===== src/rtl/dbus_interconnect.sv =====
// Data-bus interconnect: decodes the hart's data port into NUM_SLAVES uniform regions,
// registers each access, and ends unmapped, malformed or stalled accesses with a bus error.
module dbus_interconnect #(
  parameter int                NUM_SLAVES  = 4,
  parameter int                ADDR_W      = 32,
  parameter int                DATA_W      = 32,
  parameter int                REGION_BITS = 12,
  parameter logic [ADDR_W-1:0] BASE_ADDR   = '0,
  parameter int                TIMEOUT     = 15
) (
  input  logic                         clk,
  input  logic                         rst,
  input  logic                         m_rd,
  input  logic [DATA_W/8-1:0]          m_wr,
  input  logic [ADDR_W-1:0]            m_addr,
  input  logic [DATA_W-1:0]            m_wdata,
  output logic [DATA_W-1:0]            m_rdata,
  output logic                         m_ready,
  output logic                         m_err,
  output logic [NUM_SLAVES-1:0]        s_cs,
  output logic                         s_rd,
  output logic [DATA_W/8-1:0]          s_wr,
  output logic [REGION_BITS-1:0]       s_addr,
  output logic [DATA_W-1:0]            s_wdata,
  input  logic [NUM_SLAVES*DATA_W-1:0] s_rdata,
  input  logic [NUM_SLAVES-1:0]        s_ready
);

  localparam int SW    = DATA_W / 8;
  localparam int IDX_W = (NUM_SLAVES > 1) ? $clog2(NUM_SLAVES) : 1;
  localparam int CNT_W = (TIMEOUT > 0) ? $clog2(TIMEOUT + 1) : 1;
  localparam logic [CNT_W-1:0] CNT_LAST = CNT_W'((TIMEOUT > 0) ? TIMEOUT - 1 : 0);

  typedef enum logic [1:0] {IDLE, ACCESS, RESP} state_t;

  state_t                  state_reg, state_next;
  logic [IDX_W-1:0]        idx_reg;
  logic                    rd_reg;
  logic [SW-1:0]           wr_reg;
  logic [REGION_BITS-1:0]  s_addr_reg;
  logic [DATA_W-1:0]       s_wdata_reg;
  logic [CNT_W-1:0]        cnt_reg, cnt_next;
  logic [DATA_W-1:0]       m_rdata_reg;
  logic                    m_err_reg;
  logic                    m_ready_reg;

  logic [ADDR_W-1:0]       offset;
  logic [ADDR_W-1:0]       idx_full;
  logic                    req;
  logic                    miss;
  logic                    start;
  logic                    resp_load;
  logic                    resp_err;
  logic [DATA_W-1:0]       resp_data;
  logic                    sel_ready;
  logic [DATA_W-1:0]       sel_rdata;
  logic [DATA_W-1:0]       slv_rdata [NUM_SLAVES];

  assign offset   = m_addr - BASE_ADDR;
  assign idx_full = offset >> REGION_BITS;
  assign req      = m_rd | (|m_wr);
  // A simultaneous read and write is rejected like an unmapped address.
  assign miss     = (m_addr < BASE_ADDR) || (idx_full >= ADDR_W'(NUM_SLAVES)) || (m_rd && (|m_wr));

  generate
    for (genvar gi = 0; gi < NUM_SLAVES; gi++) begin : g_slave
      assign slv_rdata[gi] = s_rdata[gi*DATA_W +: DATA_W];
      assign s_cs[gi]      = (state_reg == ACCESS) && (idx_reg == IDX_W'(gi));
    end
  endgenerate

  assign sel_ready = s_ready[idx_reg];
  assign sel_rdata = slv_rdata[idx_reg];

  // Slave strobes decode straight from the state register so reset drops them at once.
  assign s_rd    = (state_reg == ACCESS) && rd_reg;
  assign s_wr    = (state_reg == ACCESS) ? wr_reg : '0;
  assign s_addr  = s_addr_reg;
  assign s_wdata = s_wdata_reg;
  assign m_rdata = m_rdata_reg;
  assign m_ready = m_ready_reg;
  assign m_err   = m_err_reg;

  always_ff @(posedge clk or negedge rst) begin
    if (!rst) state_reg <= IDLE;
    else      state_reg <= state_next;
  end

  always_comb begin
    state_next = state_reg;
    cnt_next   = cnt_reg;
    start      = 1'b0;
    resp_load  = 1'b0;
    resp_err   = 1'b0;
    resp_data  = '0;
    case (state_reg)
      IDLE: begin
        if (req) begin
          start = 1'b1;
          if (miss) begin
            state_next = RESP;
            resp_load  = 1'b1;
            resp_err   = 1'b1;
          end else begin
            state_next = ACCESS;
            cnt_next   = '0;
          end
        end
      end
      ACCESS: begin
        if (sel_ready) begin
          state_next = RESP;
          resp_load  = 1'b1;
          resp_data  = rd_reg ? sel_rdata : '0;
        end else if ((TIMEOUT > 0) && (cnt_reg == CNT_LAST)) begin
          state_next = RESP;
          resp_load  = 1'b1;
          resp_err   = 1'b1;
        end else if (cnt_reg != {CNT_W{1'b1}}) begin
          // Saturating: with the timeout disabled the counter must not wrap.
          cnt_next = cnt_reg + 1'b1;
        end
      end
      RESP:    state_next = IDLE;
      default: state_next = IDLE;
    endcase
  end

  always_ff @(posedge clk or negedge rst) begin
    if (!rst) begin
      idx_reg     <= '0;
      rd_reg      <= 1'b0;
      wr_reg      <= '0;
      s_addr_reg  <= '0;
      s_wdata_reg <= '0;
      cnt_reg     <= '0;
      m_rdata_reg <= '0;
      m_err_reg   <= 1'b0;
      m_ready_reg <= 1'b0;
    end else begin
      cnt_reg     <= cnt_next;
      m_ready_reg <= resp_load;
      m_err_reg   <= resp_load & resp_err;
      m_rdata_reg <= resp_load ? resp_data : '0;
      if (start) begin
        idx_reg     <= idx_full[IDX_W-1:0];
        rd_reg      <= m_rd;
        wr_reg      <= m_wr;
        s_addr_reg  <= m_addr[REGION_BITS-1:0];
        s_wdata_reg <= m_wdata;
      end
    end
  end

endmodule


===== config.mk =====
export PLATFORM = sky130hd
export DESIGN_NAME = dbus_interconnect
export DESIGN_NICKNAME = d
export VERILOG_FILES = /design/src/rtl/dbus_interconnect.sv
export SDC_FILE = /design/constraint.sdc
export NUM_CORES = 1
export LEC_CHECK = 0
export BUFFER_PORTS_ARGS = -buffer_cell sky130_fd_sc_hd__buf_2
export CAP_MARGIN = 5
export CORE_MARGIN = 10
export CORE_UTILIZATION = 42
export DETAILED_ROUTE_END_ITERATION = 16
export PLACE_DENSITY_LB_ADDON = 0.05
export SYNTH_ARGS = -nofsm -noshare
export SYNTH_HDL_FRONTEND = slang
export SYNTH_SLANG_ARGS = --single-unit

===== constraint.sdc =====
create_clock -name clk -period 2.6 [get_ports clk]
set_clock_uncertainty 0.2 [all_clocks]
set_input_delay 0.52 -clock clk [delete_from_list [all_inputs] [get_ports clk]]
set_output_delay 0.52 -clock clk [all_outputs]
set_load 0.02 [all_outputs]

# Word-level counts from Yosys, hierarchy flattened

Index checks and enable logic that the tools add are counted.

Shifts and indexed selects: 0
Reduce and logical (&&, ||, !) cells: 14
Bitwise logic cells: 3
Divide/modulo/power cells: 0
Multiply operators: 0
$lt $le $gt $ge: 4
$add $sub $neg: 1
Muxes and demuxes: 30
Eq/ne operators: 12

Operators by type and width:

| cell                                                                     | count |
|---|---|
| 32-bit two-way mux                                                       | 6 |
| 32-bit binary-select mux with 2-bit select                               | 1 |
| 32-bit by 1-bit < comparator with 1-bit output (second input constant)   | 1 |
| 4-bit two-way mux                                                        | 6 |
| 20-bit by 3-bit >= comparator with 1-bit output (second input constant)  | 1 |
| 1-bit two-way mux                                                        | 8 |
| 2-bit two-way mux                                                        | 4 |
| 2-bit inequality test (second input constant)                            | 4 |
| 4-bit one-hot mux with 2 select lines                                    | 1 |
| 1-bit logical AND                                                        | 6 |
| 6-bit AND reduction                                                      | 1 |
| 4-bit by 1-bit adder with 4-bit output (second input constant)           | 1 |
| 2-bit by 1-bit == test with 1-bit output (second input constant)         | 2 |
| 2-bit == test (second input constant)                                    | 2 |
| 4-bit == test (second input constant)                                    | 1 |
| 2-bit logical NOT                                                        | 2 |
| 4-bit inequality test (second input constant)                            | 1 |
| 1-bit one-hot mux with 2 select lines                                    | 2 |
| 2-bit one-hot mux with 2 select lines                                    | 1 |
| 4-bit OR reduction                                                       | 1 |
| 3-bit >= comparator (second input constant)                              | 1 |
| 2-bit by 3-bit < comparator with 1-bit output (second input constant)    | 1 |
| 3-bit by 2-bit inequality test with 1-bit output (second input constant) | 1 |
| 2-bit NOT with 3-bit output                                              | 1 |
| 7 further kinds                                                          | 8 |

Latch bits: 0
RAM bits: 0
Bits in read-only memories: 0
Word-level logic and storage cells: 74
Register bits: 91
Memories: 0
Output and inout bits: 87

# Longest topological paths before layout

Gate-level depths: netlist of run 1.

Depth after elaboration: 8
Gate-level depth with buffers: 7

# Least setup slack after synthesis of run 1

Ideal clock, no wire load.

Kind: input to register
Start point: input m_wr[1]
End point: register cnt_reg[2]
Cell stages on the path: 6
Required time: 2.274 ns
Path slack: 0.093 ns
Arrival time: 2.181 ns
Cell sequence: or4_4 > buf_6 > a2111oi_4 > and4_4 > o21ai_2 > a221o_1

Longest elaborated chain between the ends: 5

Ends and longest elaborated chain:

| what                                   | line   | source |
|---|---|---|
| from (decl)                            | 14     | `input logic [DATA_W/8-1:0] m_wr,` |
| 4-bit OR reduction *                   | 61, 63 |  |
| 1-bit logical AND                      | 63     | `assign miss = (m_addr < BASE_ADDR) \|\| (idx_full >= ADDR_W'(NUM_SLAVES)) \|\| (m_rd && (\|m_wr));` |
| 1-bit logical OR                       | 63     |  |
| 2-bit inequality test (no source line) | -      |  |
| 6-bit AND reduction (no source line) * | -      |  |
| to (signal assigned)                   | 141    | `cnt_reg <= cnt_next;` |
| to (decl)                              | 42     | `logic [CNT_W-1:0] cnt_reg, cnt_next;` |

Every way passes the cells marked *; elsewhere a longest branch is shown, timed or not.
A chain may end at the register's enable or synchronous reset.

# Final worst setup path of run 1

Start point: register state_reg[0]
End point: output s_cs[2]

Longest elaborated chain between the ends: 2

Ends and longest elaborated chain:

| what                                     | line | source |
|---|---|---|
| from (decl)                              | 36   | `state_t state_reg, state_next;` |
| from (signal assigned)                   | 86   | `else state_reg <= state_next;` |
| 2-bit by 1-bit == test with 1-bit output | 68   | `assign s_cs[gi] = (state_reg == ACCESS) && (idx_reg == IDX_W'(gi));` |
| 1-bit logical AND                        | 68   |  |
| to (decl)                                | 20   | `output logic [NUM_SLAVES-1:0] s_cs,` |

Every way passes these cells.

==> results.yml, run 1 <==
status:
  outcome: "completed"
timing:
  slew_viol_final: 0
  min_period_ns: 2.39
  rsz0062_at_grt: "false"
  max_clock_freq_ghz: 0.419
  finalCritPeriodShare_pct: 91.8
  setup_viol_count_final: 0
  hold_viol: 0
  finalSetupTns_ns: 0
  tightest_slew_ns: 0.624
  slew_headroom_pct: 58.4
yosys:
  synth_seq_area_share_pct: 53.1
  postSynthCellCount: 285
  synth_ff_type: "dfrtp_1"
  syn_area_per_cell_um2: 15.0
  netlist_area_um2: 4290
  syn_nets: 490
  async_flop_share_pct: 100
  ys_seq_elements: 91
  synth_enable_flop_cells: 0
  ys_types: 37
  yosysWarningCount: 0
power:
  p_leak_nw: 3.28
  ir_drop_uv: 277
  p_seq_share_pct: 40.0
  combPwrFrac_pct: 36.1
  power_per_cell_area_nw_per_um2: 715
  p_clk_share_pct: 23.9
  switching_share_pct: 32.3
  internal_power_w: 0.00299
  switching_power_w: 0.00143
routing:
  avgViaCountPerCell: 5.06
  wl_per_cell_um: 19.9
  drc_errors: 0
  dr.pass1.iters: 6
  drt-total-wl_mm: 14.2
  vias: 3616
  dr.first_iter.drc_count: 226
  ant_nets: 0
clock_network:
  clock-sinks: 91
  cts_setup_buffers: 0
  cts_max_path_buffers: 2
  clock_latency_ns: 0.35
  cts_tree: "done"
  h-tree-depth: 3
  numCtsBuffers: 9
  clkSlewWorstSetupHoldPaths_ns: 0.09
  cts-root-buf: "clkbuf_8"
final_layout:
  fin_nets: 781
  nFillCells: 796
  area_growth_pct: 44.0
  instances_no_fill: 714
  drive_gt1_share_pct: 69.5
  final_cell_mix: "buf_2 (288), dfrtp_1 (90), mux2_2 (47)"
  layout_commonest_cell: "buf_2"
  antenna_cells: 0
worst_hold_path:
  hold_path_depth: 2
  min_to: "s_addr[9]"
  hold_start: "m_addr[9]"
  hp-class: "in -> reg"
setup_path:
  rrSetupSlack_ns: 0.26
  cp-start-kind: "flop"
  critPathMaxStageDelay_ns: 0.46
  cp_data_required_time_ns: 1.88
  critPathMaxFanout: 9
  cp_slowest_cell: "dfrtp_1"
  worst_ep_arrival_time_ns: 1.67
  rr_endpoint: "cnt_reg[3]"
  crit_buf_inv: 2
  cp_cell_sequence: "buf_4 > nand2b_1 > nor2_2 > and2_1 > buf_2"
  r2r_cells: 5
  r2r-start: "idx_reg[1]"
  critPathKind: "reg -> out"
  end_kind: "output port"
  crit_family: "simple AND/OR/NAND/NOR gates"
die:
  fp-row-count: 36
  coreArea_um2: 9860
  start_util_pct: 43.5
  num_io_pins: 290
  dieArea_um2: 14700
  die_h_um: 121
  die_w_um: 121
global_route:
  grt_max_degree: 49
  grt_pass1_wl_mm: 21.9
  grt_remaining_overflow: 0
  grt_antenna_before_repair: 0
  first_global_vias: 4161
  grt_use_total_pct: 19.0
placed_design:
  dp_cells: 697
  place.gp.congestion: 0.798
  hpwlAfterDp_mm: 11.9
  portBuffers: 289
run:
  drv_cap: 0
## how the worst max path moves through the flow
stage,startpoint,endpoint,cells past startpoint
finish,state_reg[0],s_cs[2],5
global route,state_reg[0],s_cs[2],5
CTS,state_reg[0],s_rd,3
detailed placement,m_wr[1],cnt_reg[3],6
global placement,m_wr[1],cnt_reg[3],6
floorplan,m_wr[1],cnt_reg[2],6
## cell usage after synthesis (2+ instances only)
cell type | n | share of area, %
dfrtp_1 | 91 | 53
mux2_2 | 47 | 12
and3_1 | 36 | 5.3
mux4_2 | 32 | 17
clkbuf_1 | 10 | 0.88
nor2_1 | 9 | 0.79
buf_2 | 8 | 0.93
and2_1 | 6 | 0.88
mux2_1 | 6 | 1.6
nand2_1 | 5 | 0.44
nor4_1 | 3 | 0.44
a2111oi_4 | 2 | 1.3
a221o_1 | 2 | 0.47
buf_1 | 2 | 0.18
ha_1 | 2 | 0.58
nand3_1 | 2 | 0.23
o21ai_0 | 2 | 0.23
## cells by family after synthesis
logic type | count (synthesis) | synth area share, %
adder cells (fa/ha/maj) | 2 | 0.583
multiplexers | 85 | 30.7
AND/OR/NAND/NOR | 69 | 9.51
flip-flops | 91 | 53.1
buffers and inverters | 22 | 2.33
AO/OA/AOI/OAI | 16 | 3.76
## worst register-to-register path, cell delays in order, from the launching register on
cell	delay [ns]
dfrtp_1	0.42
mux2_2	0.36
and3_1	0.22
a2111oi_4	0.47
o21ai_2	0.17
a221o_1	0.38
## power groups by stage
stage | Sequential (W) | Combinational [W] | Clock [W]
final | 0.00177 | 0.00160 | 0.00105
after global routing | 0.00180 | 0.00173 | 0.00114
after CTS | 0.00177 | 0.00163 | 0.00108
after detailed placement | 0.00180 | 0.00162 | 0
after global placement | 0.00179 | 0.00160 | 0
after floorplan | 0.00203 | 0.000795 | 0
## routing by layer
| layer | up-vias | track usage, % | wire length (um) |
|---|---|---|---|
| met5 | - | 0 | 0 |
| met1 | 1758 | 19.9 | 5030 |
| met4 | 0 | 5.35 | 199 |
| met3 | 16 | 7.86 | 1480 |
| li1 | 1666 | - | - |
| met2 | 176 | 34.0 | 7500 |
## area by class of cell
class                           count  area (um^2)  share of cell area (%)
Clock buffer                        9          124                    2.01
Clock inverter                      7         97.6                    1.58
Inverter                            1         3.75                  0.0608
Multi-Input combinational cell    172         1930                    31.2
Sequential cell                    91         2280                    36.9
Tap cell                          133          166                    2.69
Timing Repair Buffer              301         1580                    25.6
## stage by stage
stage                     utilization (%)  worst slack, ns  power (W)  instance area (um^2)  hold slack [ns]
after floorplan                         -           0.0927    0.00283                  4290           0.0244
after global placement               60.2           0.0492    0.00339                  5940            0.269
after detailed placement             60.2          0.00432    0.00342                  5940            0.275
after CTS                            62.6            0.114    0.00448                  6170            0.165
after global routing                 62.6           0.0713    0.00467                  6180            0.166
final                                62.6            0.214    0.00442                  6180            0.175
## repair_timing
item,in CTS,in global routing
endpoints found under the setup margin,0,2
hold buffers,1,0
resized for setup,0,2
hold endpoints to repair,18,0
(Power assumes the default switching activity.)
==> inputs of run 2 (changes only) <==
--- a/config.mk
+++ b/config.mk
@@ -11,6 +11,7 @@
 export CORE_UTILIZATION = 42
 export DETAILED_ROUTE_END_ITERATION = 16
 export PLACE_DENSITY_LB_ADDON = 0.05
+export REMOVE_ABC_BUFFERS = 1
 export SYNTH_ARGS = -nofsm -noshare
 export SYNTH_HDL_FRONTEND = slang
 export SYNTH_SLANG_ARGS = --single-unit
==> results.yml, run 2 (synthesis gave the netlist of run 1 again) <==
final_layout:
  fin_util_pct: 62.7
  drive_gt1_share_pct: 69.4
  layout_commonest_cell: "buf_2"
  area_growth_pct: 44.3
  fin_nets: 781
  final_cell_mix: "buf_2 (288), dfrtp_1 (89), mux2_2 (47)"
  instances_no_fill: 716
  nFillCells: 835
timing:
  slew_headroom_pct: 65.9
  max_clock_freq_ghz: 0.428
  finalCritPeriodShare_pct: 89.8
  rsz0062_at_grt: "false"
  setup_viol_count_final: 0
  min_period_ns: 2.34
  tightest_slew_ns: 0.511
  slew_viol_final: 0
  hold_viol: 0
  fin_ws_ns: 0.264
routing:
  drt-total-wl_mm: 14.7
  met2WireLength_mm: 7.28
  dr.first_iter.drc_count: 158
  vias: 3640
  met1_length_mm: 5.35
  top_layer_used: "met4"
  ant_nets: 0
  drc_errors: 0
  dr.pass1.iters: 4
  wl_met3_mm: 1.70
  wl_per_cell_um: 20.6
  avgViaCountPerCell: 5.08
clock_network:
  numCtsBuffers: 9
  cts-root-buf: "clkbuf_8"
  cts_setup_buffers: 0
  clock_latency_ns: 0.35
  cts_max_path_buffers: 2
  clock-sinks: 91
  h-tree-depth: 3
  clkSlewWorstSetupHoldPaths_ns: 0.10
  cts_tree: "done"
status:
  outcome: "completed"
die:
  dieArea_um2: 14700
  die_h_um: 121
  start_util_pct: 43.5
  coreArea_um2: 9860
  die_w_um: 121
  num_io_pins: 290
  fp-row-count: 36
setup_path:
  worst_ep_arrival_time_ns: 1.62
  cp_data_required_time_ns: 1.88
  r2r_cells: 5
  cp_cell_sequence: "nand2b_1 > nor2_1 > and2_1 > buf_2"
  critPathMaxStageDelay_ns: 0.50
  critPathKind: "reg -> out"
  cp-start-kind: "flop"
  end_kind: "output port"
  critPathMaxFanout: 14
  cp_slowest_cell: "dfrtp_2"
global_route:
  grt_pass1_wl_mm: 22.1
  grt_antenna_before_repair: 2
  grt_use_total_pct: 19.3
  grt_max_degree: 58
  first_global_vias: 4140
  grt_remaining_overflow: 0
placed_design:
  dp_cells: 697
  hpwlAfterDp_mm: 12.3
  dpl_worst_slack_ns: 0.0162
  portBuffers: 289
  place.gp.congestion: 0.826
run:
  drv_cap: 0
power:
  ir_drop_uv: 366
  power_per_cell_area_nw_per_um2: 720
  p_leak_nw: 3.29
worst_hold_path:
  hp-class: "in -> reg"
  hold_path_depth: 2
==> run 2: changes by cell type in the layout (fill, tap and decap cells not counted) <==
cell        change
nor2b_2         -1
dfrtp_2         +1
clkbuf_8        +1
nor2_2          -1
nor2_1          +1
clkinv_4        +1
clkinv_2        -1
diode_2         +2
nor2b_1         +1
clkinvlp_4      -1
dfrtp_1         -1
==> run 2: cell type report <==
class | count | area (um^2) | area share [%]
repair buffers | 301 | 1580 | 25.5
inverters | 1 | 3.75 | 0.0607
well taps | 133 | 166 | 2.69
clock inverters | 6 | 93.8 | 1.52
flip-flops and latches | 91 | 2280 | 36.8
clock buffers | 10 | 138 | 2.22
diodes | 2 | 5.00 | 0.0809
multi-input cells | 172 | 1920 | 31.1
==> run 2: where the power goes <==
part	switching [W]	total, W	internal [W]	leakage, nW
combinational	0.000797	0.00159	0.000796	2.03
sequential	0.000126	0.00177	0.00165	1.14
clock	0.000513	0.00109	0.000576	0.114
total	0.00144	0.00446	0.00302	3.29
==> run 2: final timing paths <==
kind	start	end	slack, ns
worst max-delay path	state_reg[0]	s_cs[2]	0.26
worst min-delay path	m_addr[10]	s_addr[10]	0.17
worst max register to register	idx_reg[1]	cnt_reg[2]	0.33
worst min register to register	s_wdata[1]	s_wdata[1]	0.30
max in group asynchronous	rst	idx_reg[0]	1.08
min in group asynchronous	rst	s_wdata[18]	0.44
==> run 2: metal layers <==
layer	vias to the layer above	track usage, %
met3	24	8.75
li1	1668	-
met4	0	7.39
met1	1757	20.2
met2	191	33.3
met5	-	0
==> run 2: repair_timing <==
action / CTS / global route
hold buffers: 1 / 0
endpoints found under the hold margin: 34 / 0
resized for setup: 0 / 1
endpoints found under the setup margin: 0 / 1
==> run 2: critical path: cells and delay by family (launching register included) <==
family / cells / cell delay (ns)
buffers and inverters: 1 / 0.17
flip-flops: 1 / 0.50
AND/OR/NAND/NOR: 3 / 0.60
==> run 2: stage by stage <==
stage	hold WS (ns)	instance area, um^2	TNS, ns	total power (W)
6_report	0.173	6190	0	0.00446
5_1_grt	0.156	6190	0	0.00470
4_1_cts	0.161	6180	0	0.00452
3_5_place_dp	0.277	5940	0	0.00343
3_3_place_gp	0.269	5940	0	0.00340
2_1_floorplan	0.0244	4190	-87.25	0.00281
